## src/rtl/mult_drain.sv

```systemverilog
// ---------------------------------------------------------------------------
// mult_drain
//
// Result drain buffer sitting behind a floating-point multiplier pipeline.
// Arriving products (with their status flags and sequence tag) are queued in
// a small strict-FIFO buffer and presented downstream with a valid/ready
// handshake. The pipeline is held off with an active-low accept that is
// decoded purely from the registered occupancy count, so there is no
// combinational path from out_ready or arrive back to accept_n.
//
// The block also checks that tags arrive in sequence (sticky seq_err) and
// accumulates a sticky OR of every accepted status word.
//
// Ports
//   clk         rising-edge clock, all state
//   rst_n       asynchronous active-low reset
//   arrive      pipeline output valid
//   arrive_id   tag of the arriving result            [ID_W]
//   z           arriving product                      [DATA_W]
//   status      arriving IEEE status flags            [8]
//   accept_n    1 = pipeline must hold its output (buffer full)
//   out_valid   head entry available downstream
//   out_ready   downstream accepts the head entry
//   out_data    head product                          [DATA_W]
//   out_status  head status flags                     [8]
//   out_id      head tag                              [ID_W]
//   count       entries currently held                [$clog2(DEPTH)+1]
//   seq_err     sticky tag-order error
//   status_or   sticky OR of all accepted status words [8]
// ---------------------------------------------------------------------------
module mult_drain #(
    parameter int DATA_W = 32,
    parameter int ID_W   = 3,
    parameter int DEPTH  = 4
) (
    input  logic                       clk,
    input  logic                       rst_n,
    input  logic                       arrive,
    input  logic [ID_W-1:0]            arrive_id,
    input  logic [DATA_W-1:0]          z,
    input  logic [7:0]                 status,
    output logic                       accept_n,
    output logic                       out_valid,
    input  logic                       out_ready,
    output logic [DATA_W-1:0]          out_data,
    output logic [7:0]                 out_status,
    output logic [ID_W-1:0]            out_id,
    output logic [$clog2(DEPTH):0]     count,
    output logic                       seq_err,
    output logic [7:0]                 status_or
);

    localparam int PW      = $clog2(DEPTH);
    localparam int CW      = PW + 1;
    localparam int ENTRY_W = 8 + ID_W + DATA_W;
    localparam logic [CW-1:0] FULL_COUNT = CW'(DEPTH);

    // Registered state
    logic [PW-1:0]   wr_ptr_reg,    wr_ptr_next;
    logic [PW-1:0]   rd_ptr_reg,    rd_ptr_next;
    logic [CW-1:0]   count_reg,     count_next;
    logic [ID_W-1:0] exp_id_reg,    exp_id_next;
    logic            seq_err_reg,   seq_err_next;
    logic [7:0]      status_or_reg, status_or_next;

    // Buffer storage; contents are never reset, only the pointers/count are.
    logic [ENTRY_W-1:0] mem [DEPTH];

    logic               full;
    logic               empty;
    logic               push;
    logic               pop;
    logic [ENTRY_W-1:0] entry_in;
    logic [ENTRY_W-1:0] head;
    logic [DEPTH-1:0]   wr_en;

    // Full/empty come from the registered count only.
    assign full  = (count_reg == FULL_COUNT);
    assign empty = (count_reg == '0);

    // When full, accept_n is high so no push can happen even if a pop frees
    // a slot this cycle; the new slot becomes visible on the next cycle.
    assign push = arrive & ~full;
    assign pop  = ~empty & out_ready;

    assign entry_in = {status, arrive_id, z};

    // One write enable per entry, decoded from the write pointer.
    generate
        for (genvar gi = 0; gi < DEPTH; gi++) begin : g_wr_en
            assign wr_en[gi] = push && (wr_ptr_reg == PW'(gi));
        end
    endgenerate

    always_ff @(posedge clk) begin
        for (int i = 0; i < DEPTH; i++) begin
            if (wr_en[i]) begin
                mem[i] <= entry_in;
            end
        end
    end

    // Head entry is read combinationally so data is valid together with
    // out_valid on the cycle after a push into an empty buffer.
    assign head = mem[rd_ptr_reg];

    always_comb begin
        wr_ptr_next    = wr_ptr_reg;
        rd_ptr_next    = rd_ptr_reg;
        count_next     = count_reg;
        exp_id_next    = exp_id_reg;
        seq_err_next   = seq_err_reg;
        status_or_next = status_or_reg;

        if (push) begin
            wr_ptr_next    = wr_ptr_reg + PW'(1);
            status_or_next = status_or_reg | status;
            // Resynchronise to the observed tag so one gap reports once.
            exp_id_next    = arrive_id + ID_W'(1);
            if (arrive_id != exp_id_reg) begin
                seq_err_next = 1'b1;
            end
        end

        if (pop) begin
            rd_ptr_next = rd_ptr_reg + PW'(1);
        end

        case ({push, pop})
            2'b10:   count_next = count_reg + CW'(1);
            2'b01:   count_next = count_reg - CW'(1);
            default: count_next = count_reg;
        endcase
    end

    always_ff @(posedge clk or negedge rst_n) begin
        if (!rst_n) begin
            wr_ptr_reg    <= '0;
            rd_ptr_reg    <= '0;
            count_reg     <= '0;
            exp_id_reg    <= '0;
            seq_err_reg   <= 1'b0;
            status_or_reg <= '0;
        end else begin
            wr_ptr_reg    <= wr_ptr_next;
            rd_ptr_reg    <= rd_ptr_next;
            count_reg     <= count_next;
            exp_id_reg    <= exp_id_next;
            seq_err_reg   <= seq_err_next;
            status_or_reg <= status_or_next;
        end
    end

    assign accept_n   = full;
    assign out_valid  = ~empty;
    assign out_data   = head[DATA_W-1:0];
    assign out_id     = head[DATA_W +: ID_W];
    assign out_status = head[ENTRY_W-1 -: 8];
    assign count      = count_reg;
    assign seq_err    = seq_err_reg;
    assign status_or  = status_or_reg;

endmodule

```

## config.mk

```make
export PLATFORM = sky130hd
export DESIGN_NAME = mult_drain
export DESIGN_NICKNAME = d
export VERILOG_FILES = /design/src/rtl/mult_drain.sv
export SDC_FILE = /design/constraint.sdc
export NUM_CORES = 1
export LEC_CHECK = 0
export CAP_MARGIN = 10
export CORE_MARGIN = 3
export CORE_UTILIZATION = 30
export CTS_CLUSTER_SIZE = 40
export DETAILED_ROUTE_END_ITERATION = 6
export DONT_BUFFER_PORTS = 1
export SETUP_SLACK_MARGIN = 0.02
export SLEW_MARGIN = 20
export SYNTH_ARGS = -nofsm -noshare
export SYNTH_HDL_FRONTEND = slang
export SYNTH_SLANG_ARGS = --single-unit
```

## constraint.sdc

```tcl
create_clock -name clk -period 2.9 [get_ports clk]
set_input_delay 0.58 -clock clk [delete_from_list [all_inputs] [get_ports clk]]
set_output_delay 0.58 -clock clk [all_outputs]
set_load 0.02 [all_outputs]
```

Word level (Yosys, flattened, before mapping). Memory sizes are Yosys's and may differ from the RTL's. Index checks and enable logic that the tools add are counted.

Input port bits: 47. Register bits after elaboration: 19. Memories kept: 1. RAM bits: 172.

$add $sub $neg: 5. Bitwise operators: 5. Multiplexer cells: 18. Reductions and logical operators: 11. Eq/ne operators: 7.

Memories: mem (words 4, width 43, read ports 1, clocked after memory_dff 0, write ports 1, RTL line 67) `logic [ENTRY_W-1:0] mem [DEPTH];`.

Operators by type and width (number): two-way mux 43 bit (3); OR reduction 43 bit (3); two-way mux 1 bit (11); OR 8 bit (1); adder 3 x 1 -> 3 bit (second input constant) (2); == test 2 bit (second input constant) (3); two-way mux 2 bit (3); case mux 3 bit (2 select lines) (1); adder 2 x 1 -> 2 bit (second input constant) (2); == test 2 x 1 -> 1 bit (second input constant) (2); logical AND 1 bit (4); == test 3 bit (second input constant) (1); zero test 3 bit (1); != test 3 bit (1); subtractor 3 x 1 -> 3 bit (second input constant) (1); bitwise AND 1 bit (2); zero test 2 bit (1); inverter 1 bit (2); AND reduction 2 bit (1); nonzero test 2 bit (1).

Logic depth before layout (Yosys ltp). Gate-level depths: netlist (run 1).

Word-level depth: 10. Depth in mapped cells: 11. Mapped depth without buffers: 9.

Worst setup path before layout (run 1). Ideal clock, no wire load.

Path type: register -> register. Start: register count_reg[2] (netlist: count[2]). End: memory mem[0][0] (netlist name), enable pin. Stages on the path, launching flop included: 6. Buffers on the path: 2. Setup time: 0.405 ns. Required time: 2.495 ns. Setup slack: 0.315 ns. Arrival time: 2.181 ns. Cell sequence: dfrtp_1 -> nor3b_2 -> nor2b_1 -> buf_6 -> buf_6 -> and2_1.

Elaborated cells on any way between the ends: 24. Those cells by class: eq/ne: 1; mux: 14; bitwise: 2; reduce/logical: 7.

RTL lines: from (decl) (RTL line 61) `logic [CW-1:0] count_reg, count_next;`; from (signal assigned) (RTL line 147) `count_reg <= count_next;`; == test 3 bit (RTL line 78) `assign full = (count_reg == FULL_COUNT);`; via accept_n (RTL line 42) `output logic accept_n,`; inverter 1 bit (RTL line 83) `assign push = arrive & ~full;`; bitwise AND 1 bit (RTL line 83); logical AND 1 bit (RTL line 91) `assign wr_en[gi] = push && (wr_ptr_reg == PW'(gi));`; via wr_en[0] (RTL line 75) `logic [DEPTH-1:0] wr_en;`; two-way mux 1 bit (RTL line 97) `if (wr_en[i]) begin`; two-way mux 1 bit (implied by the code) (RTL line 98) `mem[i] <= entry_in;`; two-way mux 1 bit (no line) (3 in series); to (decl) (RTL line 67).

The timed path passes the listed nets, and every way through them passes these cells.

Worst setup path in the final report (run 1).
Start: register rd_ptr_reg[0]. End: output out_data[30].

Longest elaborated chain between the ends: 1.

RTL lines: from (decl) (RTL line 60) `logic [PW-1:0] rd_ptr_reg, rd_ptr_next;`; from (signal assigned) (RTL line 146) `rd_ptr_reg <= rd_ptr_next;`; memory read (4 x 43 bit); to (decl) (RTL line 45) `output logic [DATA_W-1:0] out_data,`.

No other way between the ends.

==> metrics, run 1 <==
WP data arrival 2.16 ns; Core Footprint 23100 µm²; Post-Syn Instances 295; multi-input combinational cell area 1410 µm²; initial core utilization 0.311; average routed wire per standard cell 20.4 µm; clk slew on worst S/H paths about 0.070 ns; Seq cells post-synth 191; port bufs 0; synth-to-layout area growth 14.6%; max reg flops 172; synthesized area per cell ~24 µm²; Fin. Hold Viols 0; synthesized cell area between 7000 and 8000 µm²; Via Count 2902; hold path depth 1; Final Skew 0.0142 ns; setup bufs post-CTS 0; setup_tns 0 ns; IO Pins 104; die span in x between 150 and 200 µm; Top delay family on crit path multiplexers; Hold Crit Class primary input to register; final wirelength between 10 and 15 mm; FP Rows 55; Die H around 160 µm; Hold Startpoint arrive_id[0]; commonest non-fill, non-tap cell in the layout edfxtp_1; R2R depth 5; # H-tree levels 4; Tot Pwr 8.44 mW; first-pass GRT wire length 19.7 mm; total CTS buffers 17; worst slew pin tran approximately 0.90 ns; Rel. slew slack 0.400; achievable frequency 0.364 GHz; Post-synth EDFFs 172; Reg area 5650 µm²; CTS tree done; dominant synthesized flop cell edfxtp_1; r2r setup slk 0.54 ns; Worst path max stage delay between 0.7 and 0.8 ns; Overflow after GRT 0; DR vias/cell about 4.5; Sinks on Clock Net 191; hold path endpoint exp_id_reg[0]$_DFFE_PN0P_; fin nets 368; leakage 2.67 nW; GP Congestion 0.654; design area 8220 µm²; status complete, no violations; sequential share of power 0.465; worst slack at placement around 0.51 ns; clk buf depth 2; Max IR drop VDD roughly 0.46 mV; Period Utilization, post-route 0.947; worst setup path class register to output port; Final Core Density 0.357; number of inserted diodes 0; die area 25800 µm²; proportion of layout cells with a drive suffix above 1 0.229; RSZ-0062 raised after global routing no; initial antenna violation count 0; overall global routing resource usage 0.104; 1st-pass router iterations 4; MaxCap Viol Count 0; # setup viols final 0; largest net degree at the start of global routing between 40 and 50; Max FO, Critical Path 20; worst skew pair latency 0.42 ns; Fillers around 2.1k; Power Internal 5.77 mW; PnR worst setup slack about 0.16 ns; Post-DP HPWL roughly 8.2 mm; sequential share of the synthesized area 0.786; type of origin of the critical path register; worst r2r src count[2]$_DFFE_PN0P_; worst path required time 2.32 ns; vias in the first global route 3184; Worst Path Buf+Inv 1; P_sw 2.67 mW; Clk pwr share 0.260; Synthesis Warnings 0; CTS Root Cell clkbuf_16; Placed Area 7650 µm²; antenna-violating nets left 0; worst path cell trace buf_4 -> mux4_1; Sw Ratio 0.317; slowest CP cell mux4_1; drc violations 0; most frequent cells in the layout edfxtp_1 (172), mux4_2 (26), clkbuf_16 (19), mux4_1 (17), dfrtp_1 (17); ys async rst share 0.0995; fin. max-slew vios 0; syn_nets 349; Logic pwr share 0.275; Iter 0 DRT Violations between 200 and 250; Synth cell types 22; pwr dens 1030 nW/µm²; reg2reg end mem[1][14]$_DFFE_PP_; crit path time final roughly 2.7 ns; CP Capture Type output port
[routing by layer]
metal  vias up  share of wire  track usage
li1       1264              -            -
met1      1547           0.39        0.116
met2        77           0.51        0.173
met3        14          0.080       0.0485
met4         0          0.015       0.0402
met5         -              0            0
[power by group through the flow]
stage	registers (mW)	clock network, mW	logic [mW]
after global routing	3.99	2.39	2.47
after global placement	3.96	0	2.36
after floorplan	3.80	0	1.97
final	3.93	2.20	2.32
after CTS	3.95	2.27	2.41
after detailed placement	4.01	0	2.40
[per-stage QoR]
| stage | cells | hold WS (ns) |
|---|---|---|
| detailed placement | 607 | 0.285 |
| finish | 640 | 0.243 |
| global route | 640 | 0.213 |
| global placement | 607 | 0.285 |
| CTS | 640 | 0.216 |
| floorplan | 295 | 0.284 |
[kinds of logic (layout without fill, tap and decap cells)]
family                     after synthesis  after routing  share of synthesized area
DFF                                    191            191                      0.786
xor gates and xnor gates                10             10                     0.0122
buffers and inverters                   19             51                     0.0181
adders and majority gates                7              7                     0.0132
AOI/OAI and AO/OA                       10             10                     0.0106
muxes                                   48             48                      0.151
and+or+nand+nor                         10             10                    0.00871
[area by class of cell]
type / count / share of cell area
clock buffers: 25 / 0.0630
flip-flops and latches: 191 / 0.687
clock inverters: 7 / 0.00593
multi-input cells: 85 / 0.172
well taps: 313 / 0.0476
inverters: 7 / 0.00320
repair buffers: 12 / 0.0219
[timing repair]
action                     4_1_cts  5_1_grt
setup endpoints to repair        0        0
hold endpoints to repair        19        0
gates resized for setup          0        0
hold buffers                     1        0
[worst reg2reg max path, delay by kind of cell (launching register included)]
family	cells	cell delay, ns
and+or+nand+nor	3	1.15
DFF	1	0.49
buffers and inverters	2	0.40
[worst max path at each step]
stage / cells after the start / endpoint / slack, ns / start
after detailed placement: 5 / mem[1][21]$_DFFE_PP_ / 0.51 / count[2]$_DFFE_PN0P_
final: 2 / out_data[30] / 0.16 / rd_ptr_reg[0]$_DFFE_PN0P_
after CTS: 2 / out_data[30] / 0.07 / rd_ptr_reg[0]$_DFFE_PN0P_
after global placement: 5 / mem[1][17]$_DFFE_PP_ / 0.55 / count[2]$_DFFE_PN0P_
after global routing: 2 / out_data[30] / 0.04 / rd_ptr_reg[0]$_DFFE_PN0P_
after floorplan: 5 / mem[0][0]$_DFFE_PP_ / 0.31 / count[2]$_DFFE_PN0P_
[synthesized netlist by cell type, types with 3 or more instances]
library cell | instances | area [µm²]
edfxtp_1 | 172 | 5160
buf_6 | 7 | 78.8
a21o_1 | 9 | 67.6
ha_1 | 6 | 75.1
mux2_2 | 3 | 33.8
xor2_1 | 4 | 35.0
buf_2 | 5 | 25.0
and2_1 | 4 | 25.0
inv_1 | 7 | 26.3
mux4_2 | 26 | 586
xnor2_1 | 6 | 52.6
mux4_1 | 17 | 447
dfrtp_1 | 19 | 475
Power figures use the tool's default switching activity.
==> run 2, diff against run 1 <==
==> constraint.sdc (replaced) <==
create_clock -name clk -period 2.9 [get_ports clk]
set_input_delay 0.87 -clock clk [delete_from_list [all_inputs] [get_ports clk]]
set_output_delay 0.87 -clock clk [all_outputs]
set_load 0.02 [all_outputs]
==> run 2 against run 1 <==
Worst hold slack got worse by 0.11 ns. Critical path depth is the same. Via count rose by 0.96%. Sequential share of layout area down 0.93 points. Clock-buffer cell count decreased by 3. Total power up 3.1%. Cell count up 1.1%. First-iteration DRC count rose by 13%. Flip-flop and latch count unchanged. Sequential power fell by 1%. Register-to-register slack better by 0.02 ns. Clock power increased by 9%. Critical path type unchanged. Largest cell class unchanged.
==> metrics, run 2 (same netlist as run 1, synthesis figures left out) <==
CTS Root Cell clkbuf_16; type of origin of the critical path register; initial antenna violation count 0 (unchanged); first-pass GRT wire length 19.4 mm (-1.6%); total CTS buffers 17 (unchanged); Iter 0 DRT Violations 254 (+13%); Fin. Hold Viols 0 (unchanged); overall global routing resource usage 0.102 (-0.00177); Max IR drop VDD 0.449 mV (-3.2%); hold buffer count at cts 0 (-1); Rel. slew slack 0.670 (+0.271); Max FO, Critical Path 18 (-10%); pwr dens 1040 nW/µm² (+1.7%); initial core utilization 0.311 (unchanged); worst path cell trace buf_12 -> mux4_1; Fillers 2101 (-0.048%); Post-DP HPWL 7.96 mm (-3.2%); Overflow after GRT 0 (unchanged); DR vias/cell 4.53 (-0.13%); Via Count 2930 (+0.96%); clk slew on worst S/H paths 0.07 ns (about the same); die area 25800 µm² (unchanged); fin nets 375 (+1.9%); antenna-violating nets left 0 (unchanged); proportion of layout cells with a drive suffix above 1 0.257 (+0.0281); Final Skew 0.0131 ns (-0.00113 ns); # H-tree levels 4 (unchanged); Worst path max stage delay 0.69 ns (-0.03 ns); r2r setup slk 0.56 ns (+0.02 ns); status complete, no violations; worst slack at placement 0.415 ns (-0.0945 ns); Die H 161 µm (unchanged); CTS tree done; vias in the first global route 3248 (+2.0%); max reg flops 172 (unchanged); Worst Path Buf+Inv 1 (unchanged); RSZ-0062 raised after global routing no; largest net degree at the start of global routing 37 (-16%); commonest non-fill, non-tap cell in the layout edfxtp_1; PnR worst setup slack 0.133 ns (-0.0220 ns); slowest CP cell mux4_1; Core Footprint 23100 µm² (unchanged); Sinks on Clock Net 191 (unchanged); most frequent cells in the layout edfxtp_1 (172), mux4_2 (26), clkbuf_16 (18), mux4_1 (17), dfrtp_1 (17); worst setup path class register to output port; Hold Crit Class primary input to async pin; clk buf depth 2 (unchanged); # setup viols final 0 (unchanged); number of inserted diodes 0 (unchanged); average routed wire per standard cell 19.9 µm (-2.5%); final wirelength 12.9 mm (-1.4%); worst r2r src count[2]$_DFFE_PN0P_; FP Rows 55 (unchanged); R2R depth 11 (+6); worst path required time 2.03 ns (-0.29 ns); CP Capture Type output port; port bufs 0 (unchanged); 1st-pass router iterations 4 (unchanged); MaxCap Viol Count 0 (unchanged); leakage 2.74 nW (+2.2%); GP Congestion 0.675 (+3.1%); Top delay family on crit path multiplexers; achievable frequency 0.361 GHz (-0.79%); drc violations 0 (unchanged); IO Pins 104 (unchanged); die span in x 161 µm (unchanged); worst slew pin tran 0.495 ns (-0.403 ns); fin. max-slew vios 0 (unchanged); final hold slack 0.137 ns (-0.105 ns); worst skew pair latency 0.42 ns (about the same); CTS resizes 0 (unchanged); Period Utilization, post-route 0.954 (+0.00757); crit path time final 2.77 ns (+0.0220 ns); setup_tns 0 ns (unchanged); reg2reg end count[2]$_DFFE_PN0P_; WP data arrival 1.90 ns (-0.26 ns); synth-to-layout area growth 16.1%
## run 2: changes by cell type in the layout (fill, tap and decap cells not counted)
| cell | before | now |
|---|---|---|
| clkbuf_16 | 19 | 18 |
| clkbuf_8 | 2 | 3 |
| clkinv_4 | 2 | 1 |
| bufinv_16 | 0 | 2 |
| dlygate4sd3_1 | 1 | 0 |
| buf_12 | 7 | 8 |
| clkbuf_1 | 4 | 1 |
| buf_4 | 4 | 11 |
| clkinvlp_4 | 0 | 1 |
| inv_6 | 1 | 4 |
| inv_4 | 2 | 0 |
## run 2: worst register-to-register path, stage by stage (launching register included)
cell and delay (ns):
dfrtp_1 0.53, nor3b_2 0.22, buf_4 0.16, nor2b_1 0.06, buf_4 0.16, inv_1 0.06, ha_1 0.18, inv_1 0.07
fa_1 0.38, xor2_1 0.15, nor2_1 0.11, xor2_1 0.17
## run 2: routing by layer
metal	global-route usage	vias up	share of wire
met3	0.0436	13	0.077
met4	0.0418	0	0.015
met5	0	-	0
li1	-	1279	-
met2	0.172	72	0.51
met1	0.113	1566	0.40
## run 2: worst max-delay path by stage
stage                                   start             endpoint  cells after the start
CTS                 rd_ptr_reg[0]$_DFFE_PN0P_         out_data[17]                      2
finish              rd_ptr_reg[0]$_DFFE_PN0P_         out_data[17]                      2
global placement    rd_ptr_reg[0]$_DFFE_PN0P_         out_data[17]                      2
floorplan                              arrive  mem[2][0]$_DFFE_PP_                      4
global route        rd_ptr_reg[0]$_DFFE_PN0P_         out_data[17]                      2
detailed placement  rd_ptr_reg[0]$_DFFE_PN0P_         out_data[17]                      2
## run 2: final cells by class
class	count	area (µm²)	area share
multi-input combinational	85	1410	0.169
clock buffer	22	495	0.0594
clock inverter	10	121	0.0146
inverter	7	26.3	0.00315
tap	313	392	0.0470
timing repair buffer	19	243	0.0291
sequential	191	5650	0.677
## run 2: what timing repair did
| action | 4_1_cts | 5_1_grt |
|---|---|---|
| setup buffers | 3 | 5 |
| setup endpoints to repair | 12 | 3 |
| gates cloned | 0 | 0 |
## run 2: per-stage QoR
stage                     power [mW]  cell area, µm²   util  std cells
after floorplan                 5.77            7180      -        295
after global placement          6.31            7660  0.332        607
after detailed placement        6.38            7660  0.332        607
after CTS                       8.81            8300  0.360        642
after global routing            9.11            8340  0.362        647
final                           8.70            8340  0.362        647
## run 2: power breakdown
part | internal (mW) | switching (mW)
Sequential | 3.61 | 0.270
Clock | 1.40 | 0.988
Combinational | 1.01 | 1.43
==> run 3, diff against run 2 <==
--- a/config.mk
+++ b/config.mk
@@ -7,7 +7,7 @@
 export LEC_CHECK = 0
 export CAP_MARGIN = 10
 export CORE_MARGIN = 3
-export CORE_UTILIZATION = 30
+export CORE_UTILIZATION = 45
 export CTS_CLUSTER_SIZE = 40
 export DETAILED_ROUTE_END_ITERATION = 6
 export DONT_BUFFER_PORTS = 1
==> run 3 against run 2 <==
Highest routed layer unchanged. Die area decreased by 32%. Wire length decreased by 7.4%. Clock power about the same. Maximum frequency increased by 1.1%. First-iteration DRC count decreased by 49%. Combinational power about the same.
==> metrics, run 3 (same netlist as run 1, synthesis figures left out) <==
clk buf depth 2 (unchanged); MaxCap Viol Count 0 (unchanged); Die H 132 µm (-18%); die span in x 132 µm (-18%); proportion of layout cells with a drive suffix above 1 0.240 (-0.0174); multi-input combinational cell area 1410 µm² (unchanged); Clk pwr share 0.276 (about the same); # H-tree levels 4 (unchanged); P_sw 2.63 mW (-2.0%); largest net degree at the start of global routing 45 (+22%); pwr dens 1060 nW/µm² (+1.3%); setup_tns 0 ns (unchanged); Worst Path Buf+Inv 1 (unchanged); slowest CP cell mux4_1; Hold Crit Class primary input to async pin; hold buffer count at cts 0 (unchanged); IO Pins 104 (unchanged); setup bufs post-CTS 3 (unchanged); type of origin of the critical path register; total CTS buffers 17 (unchanged); Top delay family on crit path multiplexers; synth-to-layout area growth 14.0%; Tot Pwr 8.65 mW (-0.54%); overall global routing resource usage 0.144 (+0.0420); Worst path max stage delay 0.70 ns (about the same); worst slack at placement 0.417 ns (+0.00211 ns); fin. max-slew vios 0 (unchanged); antenna-violating nets left 0 (unchanged); worst path cell trace buf_12 -> mux4_1; drc violations 0 (unchanged); GP Congestion 0.719 (+6.5%); met2 usage 0.233 (+0.0605); most frequent cells in the layout edfxtp_1 (172), mux4_2 (26), mux4_1 (17), clkbuf_16 (17), dfrtp_1 (17); leakage 2.71 nW (-0.89%); Period Utilization, post-route 0.944 (-0.0105); sequential share of power 0.441 (-0.005); final wirelength 11.9 mm (-7.4%); Core Footprint 15400 µm² (-33%); vias in the first global route 3195 (-1.6%); worst r2r src count[2]$_DFFE_PN0P_; Final Skew 0.00455 ns (-0.00853 ns); R2R depth 9 (-2); WP data arrival 1.87 ns (-0.03 ns); Iter 0 DRT Violations 130 (-49%); CTS resizes 0 (unchanged); CTS tree done; CP Capture Type output port; average routed wire per standard cell 22.1 µm (+11%); 1st-pass router iterations 4 (unchanged); Power Internal 6.03 mW (+0.10%); Logic pwr share 0.283 (+0.003); worst path required time 2.03 ns (about the same); worst skew pair latency 0.41 ns (about the same); reg2reg end count[2]$_DFFE_PN0P_; initial antenna violation count 0 (unchanged); RSZ-0062 raised after global routing no; initial core utilization 0.465 (+0.154); max reg flops 172 (unchanged); Post-DP HPWL 6.87 mm (-14%); layer with the highest usage met2; DR vias/cell 5.36 (+18%); achievable frequency 0.365 GHz (+1.1%); Fin. Hold Viols 0 (unchanged); Overflow after GRT 0 (unchanged); first-pass GRT wire length 18.6 mm (-4.1%); final hold slack 0.139 ns (+0.00136 ns); worst setup path class register to output port; Rel. slew slack 0.717 (+0.0468); # setup viols final 0 (unchanged); number of inserted diodes 0 (unchanged); FP Rows 45 (-18%); Max FO, Critical Path 13 (-5); fin nets 370 (-1.3%); worst slew pin tran 0.423 ns (-0.0721 ns); Sinks on Clock Net 191 (unchanged); commonest non-fill, non-tap cell in the layout edfxtp_1; GR Layer Usage met3 0.0618 (+0.0182); Reg area 5650 µm² (unchanged); status complete, no violations; Max IR drop VDD 0.676 mV (+51%); Fillers 1225 (-42%); Sw Ratio 0.304 (-0.00447); r2r setup slk 0.62 ns (+0.06 ns); port bufs 0 (unchanged); GR Util met1 0.178 (+0.0641); crit path time final 2.74 ns (-0.0303 ns); clk slew on worst S/H paths 0.07 ns (about the same); PnR worst setup slack 0.163 ns (+0.0303 ns); Via Count 2897 (-1.1%); die area 17500 µm² (-32%); CTS Root Cell clkbuf_16
run 3: cell types whose count changed in the layout (fill, tap and decap cells not counted):
cell | previous run | this run
bufinv_16 | 2 | 4
clkbuf_16 | 18 | 17
clkinv_4 | 1 | 4
buf_12 | 8 | 9
clkinv_1 | 0 | 3
clkbuf_1 | 1 | 0
inv_6 | 4 | 1
clkbuf_8 | 3 | 0
buf_4 | 11 | 5
run 3: worst max path at each step:
stage | slack (ns) | start | cells after the start | end
2_1_floorplan | 0.16 | arrive | 4 | mem[2][0]$_DFFE_PP_
3_3_place_gp | 0.44 | rd_ptr_reg[0]$_DFFE_PN0P_ | 2 | out_id[2]
3_5_place_dp | 0.42 | rd_ptr_reg[0]$_DFFE_PN0P_ | 2 | out_data[28]
4_1_cts | 0.11 | rd_ptr_reg[0]$_DFFE_PN0P_ | 2 | out_data[28]
5_1_grt | 0.09 | rd_ptr_reg[0]$_DFFE_PN0P_ | 2 | out_data[17]
6_report | 0.16 | rd_ptr_reg[0]$_DFFE_PN0P_ | 2 | out_data[28]
run 3: through the flow:
stage          area, µm²  utilization  std cells
2_1_floorplan       7180            -        295
3_3_place_gp        7530        0.488        505
3_5_place_dp        7530        0.488        505
4_1_cts             8180        0.530        540
5_1_grt             8180        0.530        540
6_report            8180        0.530        540
run 3: cell type report:
class,count,share of cell area
Clock buffer,17,0.0520
Inverter,7,0.00321
Timing Repair Buffer,14,0.0266
Clock inverter,15,0.0235
Multi-Input combinational cell,85,0.173
Sequential cell,191,0.690
Tap cell,211,0.0323
run 3: routing by layer:
metal | up-vias | routed length, µm
met4 | 0 | 103
met3 | 7 | 869
li1 | 1271 | -
met1 | 1535 | 4890
met2 | 84 | 6050
met5 | - | 0
run 3: power groups by stage:
| stage | clock network (mW) | logic [mW] | registers, mW |
|---|---|---|---|
| floorplan | 0 | 1.97 | 3.80 |
| global placement | 0 | 2.41 | 3.90 |
| detailed placement | 0 | 2.44 | 3.92 |
| CTS | 2.46 | 2.54 | 3.83 |
| global route | 2.56 | 2.63 | 3.87 |
| finish | 2.39 | 2.45 | 3.82 |
